## src/rtl/alu_shift_seq_pkg.sv

```systemverilog
// Shared types and constants for the shifter bus sequencer.
package alu_pkg;

    typedef enum logic [5:0] {
        S_IDLE  = 6'b000001,
        S_LOAD  = 6'b000010,
        S_SHIFT = 6'b000100,
        S_TURN  = 6'b001000,
        S_DRIVE = 6'b010000,
        S_DONE  = 6'b100000
    } state_t;

    // Shifter op543 codes (rotate / shift family)
    localparam logic [2:0] OP_RLC = 3'd0;
    localparam logic [2:0] OP_RRC = 3'd1;
    localparam logic [2:0] OP_RL  = 3'd2;
    localparam logic [2:0] OP_RR  = 3'd3;
    localparam logic [2:0] OP_SLA = 3'd4;
    localparam logic [2:0] OP_SRA = 3'd5;
    localparam logic [2:0] OP_SLL = 3'd6;
    localparam logic [2:0] OP_SRL = 3'd7;

    localparam int CNT_W = 4;

endpackage

```

## src/rtl/alu_shift_seq_if.sv

```systemverilog
// Request/control bundle between a requester, the sequencer and the shifter.
interface alu_shift_seq_if;
    logic       start;
    logic [2:0] op;
    logic       shift;
    logic       cf;
    logic       abort;
    logic       cf_from_shifter;
    logic [2:0] op543;
    logic       cf_in;
    logic       db_drive;
    logic       alu_shift_oe;
    logic       alu_shift_enable;
    logic       alu_oe;
    logic       busy;
    logic       done;
    logic       cf_out;

    modport master (
        output start, op, shift, cf, abort, cf_from_shifter,
        input  op543, cf_in, db_drive, alu_shift_oe, alu_shift_enable,
               alu_oe, busy, done, cf_out
    );

    modport slave (
        input  start, op, shift, cf, abort, cf_from_shifter,
        output op543, cf_in, db_drive, alu_shift_oe, alu_shift_enable,
               alu_oe, busy, done, cf_out
    );
endinterface

```

## src/rtl/alu_shift_seq.sv

```systemverilog
// Load/shift/turnaround/drive sequencer for the shifter data path.
// Build option: ALU_SEQ_TURNAROUND_EN inserts a dead TURN cycle before DRIVE.
module alu_shift_seq
    import alu_pkg::*;
#(
    parameter int DRIVE_CYCLES = 1
) (
    input  logic            clk,
    input  logic            nreset,
    alu_shift_seq_if.slave  bus
);

`ifdef ALU_SEQ_TURNAROUND_EN
    localparam state_t S_AFTER = S_TURN;
`else
    localparam state_t S_AFTER = S_DRIVE;
`endif

    localparam logic [CNT_W-1:0] CNT_LOAD = CNT_W'(DRIVE_CYCLES - 1);

    state_t           state, nxt;
    logic             shift_q;
    logic             shift_sel;
    logic [CNT_W-1:0] cnt;
    logic             accept;
    logic             db_n, soe_n, sen_n, aoe_n, busy_n, done_n;

    assign accept    = (state == S_IDLE) && bus.start && !bus.abort;
    assign shift_sel = (state == S_IDLE) ? bus.shift : shift_q;

    always_ff @(posedge clk or negedge nreset) begin
        if (!nreset) begin
            state   <= S_IDLE;
            cnt     <= '0;
            shift_q <= 1'b0;
        end else begin
            state <= nxt;
            if (accept) shift_q <= bus.shift;
            if (bus.abort)
                cnt <= '0;
            else if (nxt == S_DRIVE && state != S_DRIVE)
                cnt <= CNT_LOAD;
            else if (state == S_DRIVE && cnt != '0)
                cnt <= cnt - 1'b1;
        end
    end

    always_comb begin
        nxt = state;
        if (bus.abort) begin
            nxt = S_IDLE;
        end else begin
            case (state)
                S_IDLE:  if (bus.start) nxt = S_LOAD;
                S_LOAD:  nxt = shift_q ? S_SHIFT : S_AFTER;
                S_SHIFT: nxt = S_AFTER;
                S_TURN:  nxt = S_DRIVE;
                S_DRIVE: if (cnt == '0) nxt = S_DONE;
                S_DONE:  nxt = S_IDLE;
                default: nxt = S_IDLE;
            endcase
        end
    end

    // Outputs decode the upcoming state so they can be registered with it.
    always_comb begin
        db_n   = (nxt == S_LOAD) || (nxt == S_SHIFT);
        soe_n  = db_n;
        sen_n  = ((nxt == S_LOAD) && shift_sel) || (nxt == S_SHIFT);
        aoe_n  = (nxt == S_DRIVE);
        busy_n = (nxt != S_IDLE);
        done_n = (nxt == S_DONE);
    end

    always_ff @(posedge clk or negedge nreset) begin
        if (!nreset) begin
            bus.op543            <= OP_RLC;
            bus.cf_in            <= 1'b0;
            bus.cf_out           <= 1'b0;
            bus.db_drive         <= 1'b0;
            bus.alu_shift_oe     <= 1'b0;
            bus.alu_shift_enable <= 1'b0;
            bus.alu_oe           <= 1'b0;
            bus.busy             <= 1'b0;
            bus.done             <= 1'b0;
        end else begin
            bus.db_drive         <= db_n;
            bus.alu_shift_oe     <= soe_n;
            bus.alu_shift_enable <= sen_n;
            bus.alu_oe           <= aoe_n;
            bus.busy             <= busy_n;
            bus.done             <= done_n;
            if (accept) begin
                bus.op543 <= bus.op;
                bus.cf_in <= bus.cf;
            end
            // Carry result: shifter output for shifts, captured carry otherwise.
            if (!bus.abort) begin
                if (state == S_SHIFT)
                    bus.cf_out <= bus.cf_from_shifter;
                else if (state == S_LOAD && !shift_q)
                    bus.cf_out <= bus.cf_in;
            end
        end
    end

endmodule

```

## src/flat_wrapper.sv

```systemverilog
// flat-port wrapper written by rule: the top's interface ports become plain ports
module alu_shift_seq_flat import alu_pkg::*;
#(
    parameter int DRIVE_CYCLES = 1
)
  (clk, nreset, bus_start, bus_op, bus_shift, bus_cf, bus_abort, bus_cf_from_shifter, bus_op543, bus_cf_in, bus_db_drive, bus_alu_shift_oe, bus_alu_shift_enable, bus_alu_oe, bus_busy, bus_done, bus_cf_out);
  alu_shift_seq_if bus_i ();
  input  logic clk;
  input  logic nreset;
  input wire logic [$bits(bus_i.start)-1:0] bus_start;
  input wire logic [$bits(bus_i.op)-1:0] bus_op;
  input wire logic [$bits(bus_i.shift)-1:0] bus_shift;
  input wire logic [$bits(bus_i.cf)-1:0] bus_cf;
  input wire logic [$bits(bus_i.abort)-1:0] bus_abort;
  input wire logic [$bits(bus_i.cf_from_shifter)-1:0] bus_cf_from_shifter;
  output wire logic [$bits(bus_i.op543)-1:0] bus_op543;
  output wire logic [$bits(bus_i.cf_in)-1:0] bus_cf_in;
  output wire logic [$bits(bus_i.db_drive)-1:0] bus_db_drive;
  output wire logic [$bits(bus_i.alu_shift_oe)-1:0] bus_alu_shift_oe;
  output wire logic [$bits(bus_i.alu_shift_enable)-1:0] bus_alu_shift_enable;
  output wire logic [$bits(bus_i.alu_oe)-1:0] bus_alu_oe;
  output wire logic [$bits(bus_i.busy)-1:0] bus_busy;
  output wire logic [$bits(bus_i.done)-1:0] bus_done;
  output wire logic [$bits(bus_i.cf_out)-1:0] bus_cf_out;
  assign bus_i.start = bus_start;
  assign bus_i.op = bus_op;
  assign bus_i.shift = bus_shift;
  assign bus_i.cf = bus_cf;
  assign bus_i.abort = bus_abort;
  assign bus_i.cf_from_shifter = bus_cf_from_shifter;
  assign bus_op543 = bus_i.op543;
  assign bus_cf_in = bus_i.cf_in;
  assign bus_db_drive = bus_i.db_drive;
  assign bus_alu_shift_oe = bus_i.alu_shift_oe;
  assign bus_alu_shift_enable = bus_i.alu_shift_enable;
  assign bus_alu_oe = bus_i.alu_oe;
  assign bus_busy = bus_i.busy;
  assign bus_done = bus_i.done;
  assign bus_cf_out = bus_i.cf_out;
  alu_shift_seq #(.DRIVE_CYCLES(DRIVE_CYCLES)) u_core (.clk(clk), .nreset(nreset), .bus(bus_i));
endmodule
```

## config.mk

```make
export PLATFORM = sky130hd
export DESIGN_NAME = alu_shift_seq_flat
export DESIGN_NICKNAME = d
export VERILOG_FILES = /design/src/rtl/alu_shift_seq_pkg.sv /design/src/rtl/alu_shift_seq_if.sv /design/src/rtl/alu_shift_seq.sv /design/src/flat_wrapper.sv
export SDC_FILE = /design/constraint.sdc
export NUM_CORES = 1
export LEC_CHECK = 0
export ABC_AREA = 1
export CAP_MARGIN = 15
export CORE_ASPECT_RATIO = 0.6
export CORE_UTILIZATION = 45
export CTS_CLUSTER_SIZE = 30
export DETAILED_ROUTE_END_ITERATION = 8
export GPL_ROUTABILITY_DRIVEN = 0
export GPL_TIMING_DRIVEN = 0
export PLACE_DENSITY = 0.66
export SKIP_LAST_GASP = 1
export SLEW_MARGIN = 10
export SYNTH_ARGS = -nofsm -noshare
export SYNTH_HDL_FRONTEND = slang
export SYNTH_SLANG_ARGS = --single-unit
```

## constraint.sdc

```tcl
create_clock -name clk -period 1.9 [get_ports clk]
set_clock_uncertainty 0.15 [all_clocks]
set_input_delay 0.38 -clock clk [delete_from_list [all_inputs] [get_ports clk]]
set_output_delay 0.38 -clock clk [all_outputs]
set_load 0.005 [all_outputs]
```

==> impl_metrics.env, run 1 <==
export IMPL_antenna_cells=0
export IMPL_max_stage_delay_ns=0.43
export IMPL_grt_max_degree=22
export IMPL_startpoint_type="flop"
export IMPL_cts_buffers_inserted=3
export IMPL_hold_path_class="reg2reg"
export IMPL_num_rows=13
export IMPL_drc_errors=0
export IMPL_cts_tree="built"
export IMPL_num_vias=858
export IMPL_fp_dieW_um=66.4
export IMPL_drtIter0Drc=25
export IMPL_fin_crit_sh_pct=90.6
export IMPL_vias_per_cell=4.56
export IMPL_setup_viol=0
export IMPL_grt_pass1_vias=739
export IMPL_endpoint_kind="output pin"
export IMPL_syn_avg_cell_area_um2=8.37
export IMPL_cpMaxStageDelayCell="clkdlybuf4s50_1"
export IMPL_critical_path_top_delay_family="buffers and inverters"
export IMPL_ys_flop_type="dfrtp_1"
export IMPL_clk_path_buf_depth=2
export IMPL_syn_to_final_growth_pct=25.3
export IMPL_p_per_area_nw_per_um2=734
export IMPL_drv_cap=0
export IMPL_core_area_um2=2260
export IMPL_grt_first_pass_wirelength_um=3310
export IMPL_clkSinkCount=21
export IMPL_yosysUniqueCellTypes=27
export IMPL_crit_buf_inv=2
export IMPL_io_pins=21
export IMPL_cp_arrival_ns=1.19
export IMPL_die_area_um2=2700
export IMPL_rsz0062_at_grt="no"
export IMPL_synthCells=134
export IMPL_max_slew_worst_pin_slew_ns=0.917
export IMPL_initial_core_util_pct=49.6
export IMPL_cts_htree_levels=1
export IMPL_synth_seq_cells=21
export IMPL_ys_async_sr_fraction_pct=100
export IMPL_postCtsSetupBuffers=0
export IMPL_max_freq_mhz=581
export IMPL_yosysWarnings=0
export IMPL_finalWorstSetupSlack_ns=0.179
export IMPL_maxSlewViolCount=0
export IMPL_grt_antenna_before_repair=0
export IMPL_synth_seq_area_share_pct=47.0
export IMPL_firstDrtPassIters=4
export IMPL_p_total_w=0.00103
export IMPL_worstSetupPathType="reg2out"
export IMPL_worstPathRequired_ns=1.37
export IMPL_fin_nets=171
export IMPL_drt_wl_total_um=1970
export IMPL_synth_nets=146
export IMPL_cts_resized=0
export IMPL_grt_usage_pct=17.6
export IMPL_crit_fanout=2
export IMPL_root_buffer="clkbuf_8"
export IMPL_dpl_hpwl_um=1570
export IMPL_layout_cells_most_common_list="nand2_1 (28), inv_1 (22), clkdlybuf4s50_1 (20), dfrtp_1 (20), nor2_1 (11)"
export IMPL_ir_worst_vdd_uv=537
export IMPL_drt_wirelength_per_cell_um=10.5
export IMPL_cts_hold_buf=0
export IMPL_period_minus_slack_ns=1.72
export IMPL_layout_commonest_cell="nand2_1"
export IMPL_finalHoldViolCount=0
export IMPL_overflow=0
export IMPL_syn_area_um2=1120
export IMPL_cp_cell_sequence="buf_4 > clkdlybuf4s50_1"
export IMPL_clock_latency_ns=0.26
export IMPL_maxSlewHeadroom_pct=38.7
export IMPL_setup_tns_ns=0
export IMPL_die_h_um=40.7
export IMPL_cellLeakagePower_nw=0.746
export IMPL_synth_edff_count=0
export IMPL_place_ws_ns=0.131
export IMPL_status="finished, final reports clean"
export IMPL_drtAntennaViolNets=0
export IMPL_clkTransAtPathRegs_ns=0.08
export IMPL_drive_above_1_share_pct=19.0
export IMPL_io_buffers=20
per-stage QoR:
step	instance area (um2)	std cells	hold WS [ns]	util, %
after detailed placement	1360	184	0.335	60.1
after CTS	1410	188	0.354	62.1
after global placement	1360	184	0.321	60.1
after floorplan	1120	134	-0.0656	-
after global routing	1410	188	0.384	62.1
final	1410	188	0.348	62.1
final timing paths:
kind / start / endpoint / slack [ns] / cells after the start
max in group asynchronous: nreset / u_core.state[5] / 0.56 / 1
worst max register to register: u_core.cnt[0] / u_core.cnt[2] / 0.39 / 9
worst max-delay path: u_core.bus.db_drive / bus_db_drive / 0.18 / 2
min in group asynchronous: nreset / u_core.bus.op543[0] / 0.48 / 1
worst min register to register: u_core.bus.op543[0] / u_core.bus.op543[0] / 0.35 / 2
worst min-delay path: u_core.bus.op543[0] / u_core.bus.op543[0] / 0.35 / 2
worst register-to-register path, delay by kind of cell, from the launching register on:
kind                       cells  cell delay, ns
and+or+nand+nor                5            0.45
DFF                            1            0.40
buffers and inverters          3            0.25
adders and majority gates      1            0.16
synthesized netlist by cell type (3+ instances only):
library cell,instances,area (um2)
dfrtp_1,20,500
inv_1,22,82.6
inv_2,4,15.0
nand2_1,28,105
nand2_2,6,37.5
nand3_1,8,40.0
nor2_1,11,41.3
nor2_4,3,33.8
nor3_1,3,15.0
o21ai_1,6,30.0
registers in the layout (all words and copies together), names as in the netlist:
name / flops
u_core.bus.alu_oe: 1
u_core.bus.alu_shift_enable: 1
u_core.bus.busy: 1
u_core.bus.cf_in: 1
u_core.bus.cf_out: 1
u_core.bus.db_drive: 1
u_core.bus.done: 1
u_core.bus.op543: 3
u_core.cnt: 4
u_core.shift_q: 1
u_core.state: 6
logic make-up (layout without fill, tap and decap cells):
logic type / after synthesis / count (layout) / share of synthesized area (%)
simple gates: 67 / 67 / 31.8
buf+inv: 30 / 54 / 11.5
flops: 21 / 21 / 47.0
compound gates: 11 / 11 / 5.58
fa+ha+maj: 2 / 2 / 2.23
xor+xnor: 2 / 2 / 1.56
other cells: 1 / 1 / 0.335
power breakdown:
group          switching [W]  internal [W]
sequential         0.0000261      0.000489
combinational       0.000113      0.000112
clock               0.000145      0.000146
total               0.000284      0.000748
routing by layer:
layer	GRT usage, %	vias to the layer above	share of wire (%)
li1	-	448	-
met1	23.9	390	50
met2	27.6	16	44
met3	5.56	4	4.5
met4	4.79	0	0.96
met5	0	-	0
final cells by class:
cell class | instances | area [um2]
Sequential cell | 21 | 527
Timing Repair Buffer | 20 | 200
Clock buffer | 3 | 41.3
Fill cell | 187 | 856
Clock inverter | 1 | 5.00
Multi-Input combinational cell | 83 | 465
Inverter | 28 | 110
Tap cell | 30 | 37.5
Buffer | 2 | 18.8
Note: power is estimated with default switching activity, not from simulation.
==> run 2, diff against run 1 <==
--- a/config.mk
+++ b/config.mk
@@ -8,12 +8,12 @@
 export ABC_AREA = 1
 export CAP_MARGIN = 15
 export CORE_ASPECT_RATIO = 0.6
-export CORE_UTILIZATION = 45
+export CORE_UTILIZATION = 40
 export CTS_CLUSTER_SIZE = 30
 export DETAILED_ROUTE_END_ITERATION = 8
 export GPL_ROUTABILITY_DRIVEN = 0
 export GPL_TIMING_DRIVEN = 0
-export PLACE_DENSITY = 0.66
+export PLACE_DENSITY = 0.62
 export SKIP_LAST_GASP = 1
 export SLEW_MARGIN = 10
 export SYNTH_ARGS = -nofsm -noshare
==> constraint.sdc (replaced) <==
create_clock -name clk -period 1.4 [get_ports clk]
set_clock_uncertainty 0.15 [all_clocks]
set_input_delay 0.28 -clock clk [delete_from_list [all_inputs] [get_ports clk]]
set_output_delay 0.28 -clock clk [all_outputs]
set_load 0.02 [all_outputs]
==> run 2 against run 1 <==
Against the previous run: the flow now finishes with violations (negative setup slack); cell area is 5.0% higher; register-to-register slack worse by 0.45 ns; combinational power increased by 62%; cell count rose by 2.1%; worst setup slack lost 0.24 ns; critical endpoint is now u_core.cnt[2]; highest routed layer unchanged.
==> impl_metrics.env, run 2 (synthesized netlist as in run 1, its figures left out) <==
export IMPL_maxSlewViolCount=0
export IMPL_initial_core_util_pct=43.5
export IMPL_max_slew_worst_pin_slew_ns=0.946
export IMPL_grt_pass1_vias=794
export IMPL_cts_buffers_inserted=3
export IMPL_grt_max_degree=22
export IMPL_rrSetupSlack_ns=-0.06
export IMPL_worstPathRequired_ns=1.41
export IMPL_die_h_um=43.0
export IMPL_core_area_um2=2570
export IMPL_drtAntennaViolNets=0
export IMPL_max_freq_mhz=687
export IMPL_place_ws_ns=-0.286
export IMPL_syn_to_final_growth_pct=31.6
export IMPL_clkSinkCount=21
export IMPL_setup_tns_ns=-0.264
export IMPL_nFillCells=228
export IMPL_fin_crit_sh_pct=104
export IMPL_dpl_hpwl_um=1550
export IMPL_rsz0062_at_grt="yes"
export IMPL_startpoint_type="flop"
export IMPL_clock_latency_ns=0.25
export IMPL_largest_reg_flops=6
export IMPL_cts_htree_levels=1
export IMPL_fp_dieW_um=70.3
export IMPL_regMostFlops="u_core.state"
export IMPL_clk_path_buf_depth=2
export IMPL_num_rows=14
export IMPL_cp_arrival_ns=1.46
export IMPL_drt_wirelength_per_cell_um=11.1
export IMPL_ir_worst_vdd_uv=557
export IMPL_finalHoldViolCount=0
export IMPL_io_buffers=20
export IMPL_violations="negative setup slack"
export IMPL_vias_per_cell=4.52
export IMPL_dp_cells=186
export IMPL_die_area_um2=3030
export IMPL_firstDrtPassIters=4
export IMPL_cts_tree="built"
export IMPL_hold_path_class="in2async"
export IMPL_root_buffer="clkbuf_8"
export IMPL_fin_nets=173
export IMPL_overflow=0
export IMPL_layout_commonest_cell="nand2_1"
export IMPL_cellLeakagePower_nw=0.780
export IMPL_maxSlewHeadroom_pct=36.8
export IMPL_grt_usage_pct=16.3
export IMPL_fin_util_pct=57.3
export IMPL_crit_fanout=6
export IMPL_clkTransAtPathRegs_ns=0.07
export IMPL_io_pins=21
export IMPL_drv_cap=0
export IMPL_reg_largest_list="u_core.state (6), u_core.cnt (4), u_core.bus.op543 (3)"
export IMPL_grt_antenna_before_repair=0
export IMPL_layout_cells_most_common_list="nand2_1 (22), inv_1 (19), dfrtp_1 (19)"
export IMPL_finalWorstSetupSlack_ns=-0.0561
export IMPL_p_per_area_nw_per_um2=982
export IMPL_drt_wl_total_um=2130
export IMPL_grt_first_pass_wirelength_um=3680
export IMPL_drc_errors=0
export IMPL_endpoint_kind="flop"
export IMPL_worstSetupPathType="reg2reg"
export IMPL_num_vias=868
export IMPL_period_minus_slack_ns=1.46
export IMPL_setup_viol=9
export IMPL_antenna_cells=0
export IMPL_stdcell_count=192
export IMPL_drive_above_1_share_pct=33.8
export IMPL_drtIter0Drc=31
export IMPL_status="finished with violations"
==> run 2: worst paths after layout <==
check | start | end | cells after the start
worst max-delay path | u_core.state[1] | u_core.cnt[2] | 8
worst min-delay path | nreset | u_core.bus.done | 1
worst max register to register | u_core.state[1] | u_core.cnt[2] | 8
worst min register to register | u_core.bus.cf_out | u_core.bus.cf_out | 2
max in group asynchronous | nreset | u_core.state[1] | 1
min in group clk | u_core.bus.cf_out | u_core.bus.cf_out | 2
==> run 2: cell type report <==
type | count | area [um2] | share of cell area, %
Multi-Input combinational cell | 84 | 554 | 37.6
Timing Repair Buffer | 21 | 176 | 12.0
Clock buffer | 4 | 45.0 | 3.05
Tap cell | 32 | 40.0 | 2.71
Buffer | 2 | 18.8 | 1.27
Sequential cell | 21 | 528 | 35.8
Inverter | 28 | 113 | 7.63
==> run 2: repair_timing <==
action	CTS	global route
hold buffers	0	0
endpoints found under the setup margin	25	47
gates cloned	1	0
pin swaps	9	7
buffers inserted	1	0
gates resized for setup	25	29
==> run 2: power breakdown <==
group,internal (W),total [W],leakage (nW),switching (W)
clock network,0.000202,0.000382,0.0228,0.000180
logic,0.000144,0.000364,0.485,0.000220
registers,0.000665,0.000702,0.273,0.0000377
total,0.00101,0.00145,0.780,0.000438
==> run 2: stage by stage <==
stage | hold WS [ns] | power [W] | instance area [um2]
floorplan | -0.166 | 0.000917 | 1120
global placement | 0.320 | 0.00105 | 1360
detailed placement | 0.320 | 0.00106 | 1360
CTS | 0.339 | 0.00145 | 1450
global route | 0.0768 | 0.00156 | 1480
finish | 0.0101 | 0.00145 | 1480
==> run 2: critical path: stages, from the launching register on <==
cell and delay [ns]:
dfrtp_2 0.45, nor2_4 0.13, nand2_2 0.08, nor2_4 0.15
nand2_4 0.10, nand3b_4 0.10, nand3_4 0.09, nand2_2 0.08
inv_2 0.03
==> run 2: layer usage <==
layer | up-vias | GRT usage (%) | wire, um | part of all wire (%)
li1 | 464 | - | - | -
met1 | 390 | 23.5 | 1080 | 51
met2 | 12 | 23.6 | 946 | 45
met3 | 2 | 5.70 | 88 | 4.1
met4 | 0 | 3.60 | 8 | 0.38
met5 | - | 0 | 0 | 0
==> run 3, diff against run 2 <==
--- a/config.mk
+++ b/config.mk
@@ -7,13 +7,15 @@
 export LEC_CHECK = 0
 export ABC_AREA = 1
 export CAP_MARGIN = 15
+export CELL_PAD_IN_SITES_DETAIL_PLACEMENT = 1
+export CELL_PAD_IN_SITES_GLOBAL_PLACEMENT = 2
 export CORE_ASPECT_RATIO = 0.6
-export CORE_UTILIZATION = 40
+export CORE_UTILIZATION = 27
 export CTS_CLUSTER_SIZE = 30
 export DETAILED_ROUTE_END_ITERATION = 8
 export GPL_ROUTABILITY_DRIVEN = 0
 export GPL_TIMING_DRIVEN = 0
-export PLACE_DENSITY = 0.62
+export PLACE_DENSITY = 0.7
 export SKIP_LAST_GASP = 1
 export SLEW_MARGIN = 10
 export SYNTH_ARGS = -nofsm -noshare
==> run 3 against run 2 <==
Against the previous run: the run still ends with negative setup slack left; combinational power grew 6.9%; core utilization shrank 17 points; count of clock-buffer cells in the layout stayed put; critical path depth down 1; flip-flop and latch count stayed put; register-to-register slack about the same; sequential power increased by 0.7%; non-clock buffer count rose by 5; cell count up 10%; critical endpoint is now u_core.shift_q; largest power group unchanged; highest routed layer unchanged.
==> impl_metrics.env, run 3 (synthesized netlist as in run 1, its figures left out) <==
export IMPL_seqPwrFrac_pct=47.5
export IMPL_layout_cells_most_common_list="inv_1 (19), nand2_1 (19), dfrtp_1 (19)"
export IMPL_place_ws_ns=-0.338
export IMPL_fin_nets=178
export IMPL_cellLeakagePower_nw=0.802
export IMPL_drv_cap=0
export IMPL_regMostFlops="u_core.state"
export IMPL_clkSinkCount=21
export IMPL_ff2ff_path_depth=7
export IMPL_drt_wirelength_per_cell_um=13.2
export IMPL_p_comb_share_pct=26.1
export IMPL_grt_max_degree=22
export IMPL_core_area_um2=3830
export IMPL_grt_antenna_before_repair=0
export IMPL_endpoint_kind="flop"
export IMPL_io_buffers=20
export IMPL_cts_buffers_inserted=3
export IMPL_firstDrtPassIters=3
export IMPL_worstSetupPathType="reg2reg"
export IMPL_critical_path_top_delay_family="flip-flops"
export IMPL_max_stage_delay_ns=0.59
export IMPL_crit_fanout=6
export IMPL_initial_core_util_pct=29.3
export IMPL_finalHoldViolCount=0
export IMPL_worst_path_stages=7
export IMPL_num_vias=958
export IMPL_nFillCells=451
export IMPL_hold_path_class="in2async"
export IMPL_drt_wl_total_um=2790
export IMPL_overflow=0
export IMPL_cts_hold_buf=0
export IMPL_crit_buf_inv=2
export IMPL_crit_start="u_core.state[0]"
export IMPL_maxSlewHeadroom_pct=35.6
export IMPL_drive_above_1_share_pct=40.0
export IMPL_p_total_w=0.00149
export IMPL_die_area_um2=4420
export IMPL_rsz0062_at_grt="yes"
export IMPL_max_slew_worst_pin_slew_ns=0.967
export IMPL_drc_errors=0
export IMPL_ir_worst_vdd_uv=442
export IMPL_cp_arrival_ns=1.44
export IMPL_dp_cells=201
export IMPL_setup_viol=13
export IMPL_r2r_start="u_core.state[0]"
export IMPL_vias_per_cell=4.52
export IMPL_antenna_cells=0
export IMPL_crit_path_end="u_core.shift_q"
export IMPL_syn_to_final_growth_pct=38.2
export IMPL_grt_first_pass_wirelength_um=4990
export IMPL_stdcell_count=212
export IMPL_cts_htree_levels=1
export IMPL_drtIter0Drc=27
export IMPL_io_pins=21
export IMPL_p_switching_w=0.000472
export IMPL_dpl_hpwl_um=2090
export IMPL_drtAntennaViolNets=0
export IMPL_cpMaxStageDelayCell="dfstp_2"
export IMPL_num_rows=17
export IMPL_status="finished with violations"
export IMPL_violations="negative setup slack"
export IMPL_rrSetupSlack_ns=-0.05
export IMPL_clkPwrFrac_pct=26.4
export IMPL_fin_crit_sh_pct=104
export IMPL_p_per_area_nw_per_um2=962
export IMPL_p_int_w=0.00102
export IMPL_finalWorstSetupSlack_ns=-0.0545
export IMPL_reg_largest_list="u_core.state (6), u_core.cnt (4), u_core.bus.op543 (3)"
export IMPL_cp_cell_sequence="inv_2 > nor2_4 > nand2_2 > clkinv_4 > nand3_4 > nor2_2 > a21oi_1"
export IMPL_register_area_um2=528
export IMPL_root_buffer="clkbuf_8"
export IMPL_maxSlewViolCount=0
export IMPL_r2r_end="u_core.shift_q"
export IMPL_startpoint_type="flop"
export IMPL_grt_usage_pct=15.1
export IMPL_worstPathRequired_ns=1.39
export IMPL_max_freq_mhz=688
export IMPL_largest_reg_flops=6
export IMPL_fin_util_pct=40.5
export IMPL_clk_path_buf_depth=2
export IMPL_multi_input_area_um2=574
export IMPL_fp_dieW_um=85.2
export IMPL_clock_latency_ns=0.26
export IMPL_grt_pass1_vias=1054
export IMPL_cts_tree="built"
export IMPL_p_sw_share_pct=31.7
export IMPL_clkTransAtPathRegs_ns=0.07
export IMPL_die_h_um=51.9
export IMPL_period_minus_slack_ns=1.45
[run 3: how the worst min path moves through the flow]
| stage | endpoint | slack, ns | cells after the start |
|---|---|---|---|
| after detailed placement | u_core.bus.op543[0] | 0.33 | 2 |
| after floorplan | u_core.bus.alu_oe | -0.17 | 0 |
| after CTS | u_core.bus.op543[0] | 0.19 | 1 |
| final | u_core.bus.op543[1] | 0.13 | 1 |
| after global routing | u_core.bus.op543[1] | 0.21 | 1 |
| after global placement | u_core.bus.cf_out | 0.31 | 2 |
[run 3: timing repair]
action | in CTS | in global routing
endpoints found under the setup margin | 48 | 26
hold endpoints to repair | 0 | 0
pin swaps | 10 | 4
cloned | 1 | 0
gates resized for setup | 41 | 20
buffers inserted | 3 | 3
[run 3: power by group through the flow]
stage | sequential [W] | clock (W) | combinational [W]
3_3_place_gp | 0.000709 | 0 | 0.000353
5_1_grt | 0.000716 | 0.000449 | 0.000433
3_5_place_dp | 0.000712 | 0 | 0.000365
6_report | 0.000707 | 0.000394 | 0.000389
4_1_cts | 0.000704 | 0.000418 | 0.000388
2_1_floorplan | 0.000749 | 0 | 0.000168
[run 3: layout make-up]
| type | count | area share, % |
|---|---|---|
| buffer | 2 | 1.21 |
| tap | 47 | 3.80 |
| timing repair buffer | 26 | 13.7 |
| multi-input combinational | 84 | 37.1 |
| clock buffer | 4 | 2.91 |
| sequential | 21 | 34.1 |
| inverter | 28 | 7.19 |
[run 3: worst register-to-register path: stages, from the launching register on]
cell,delay [ns]
dfstp_2,0.59
inv_2,0.06
nor2_4,0.09
nand2_2,0.09
clkinv_4,0.10
nand3_4,0.12
nor2_2,0.11
a21oi_1,0.04
[run 3: routing by layer]
layer | vias up | routed length (um) | part of all wire, % | GRT usage (%)
met2 | 10 | 1300 | 46 | 25.1
met1 | 476 | 1410 | 50 | 19.7
met5 | - | 0 | 0 | 0
met4 | 0 | 21 | 0.75 | 3.67
li1 | 470 | - | - | -
met3 | 2 | 69 | 2.5 | 3.97
[run 3: through the flow]
stage | hold WS, ns | TNS [ns] | instance area (um2)
after global routing | 0.212 | -1.95 | 1550
after floorplan | -0.166 | 0 | 1120
final | 0.134 | -0.362 | 1550
after CTS | 0.187 | -0.718 | 1530
after global placement | 0.313 | -9.65 | 1380
after detailed placement | 0.334 | -10.91 | 1380
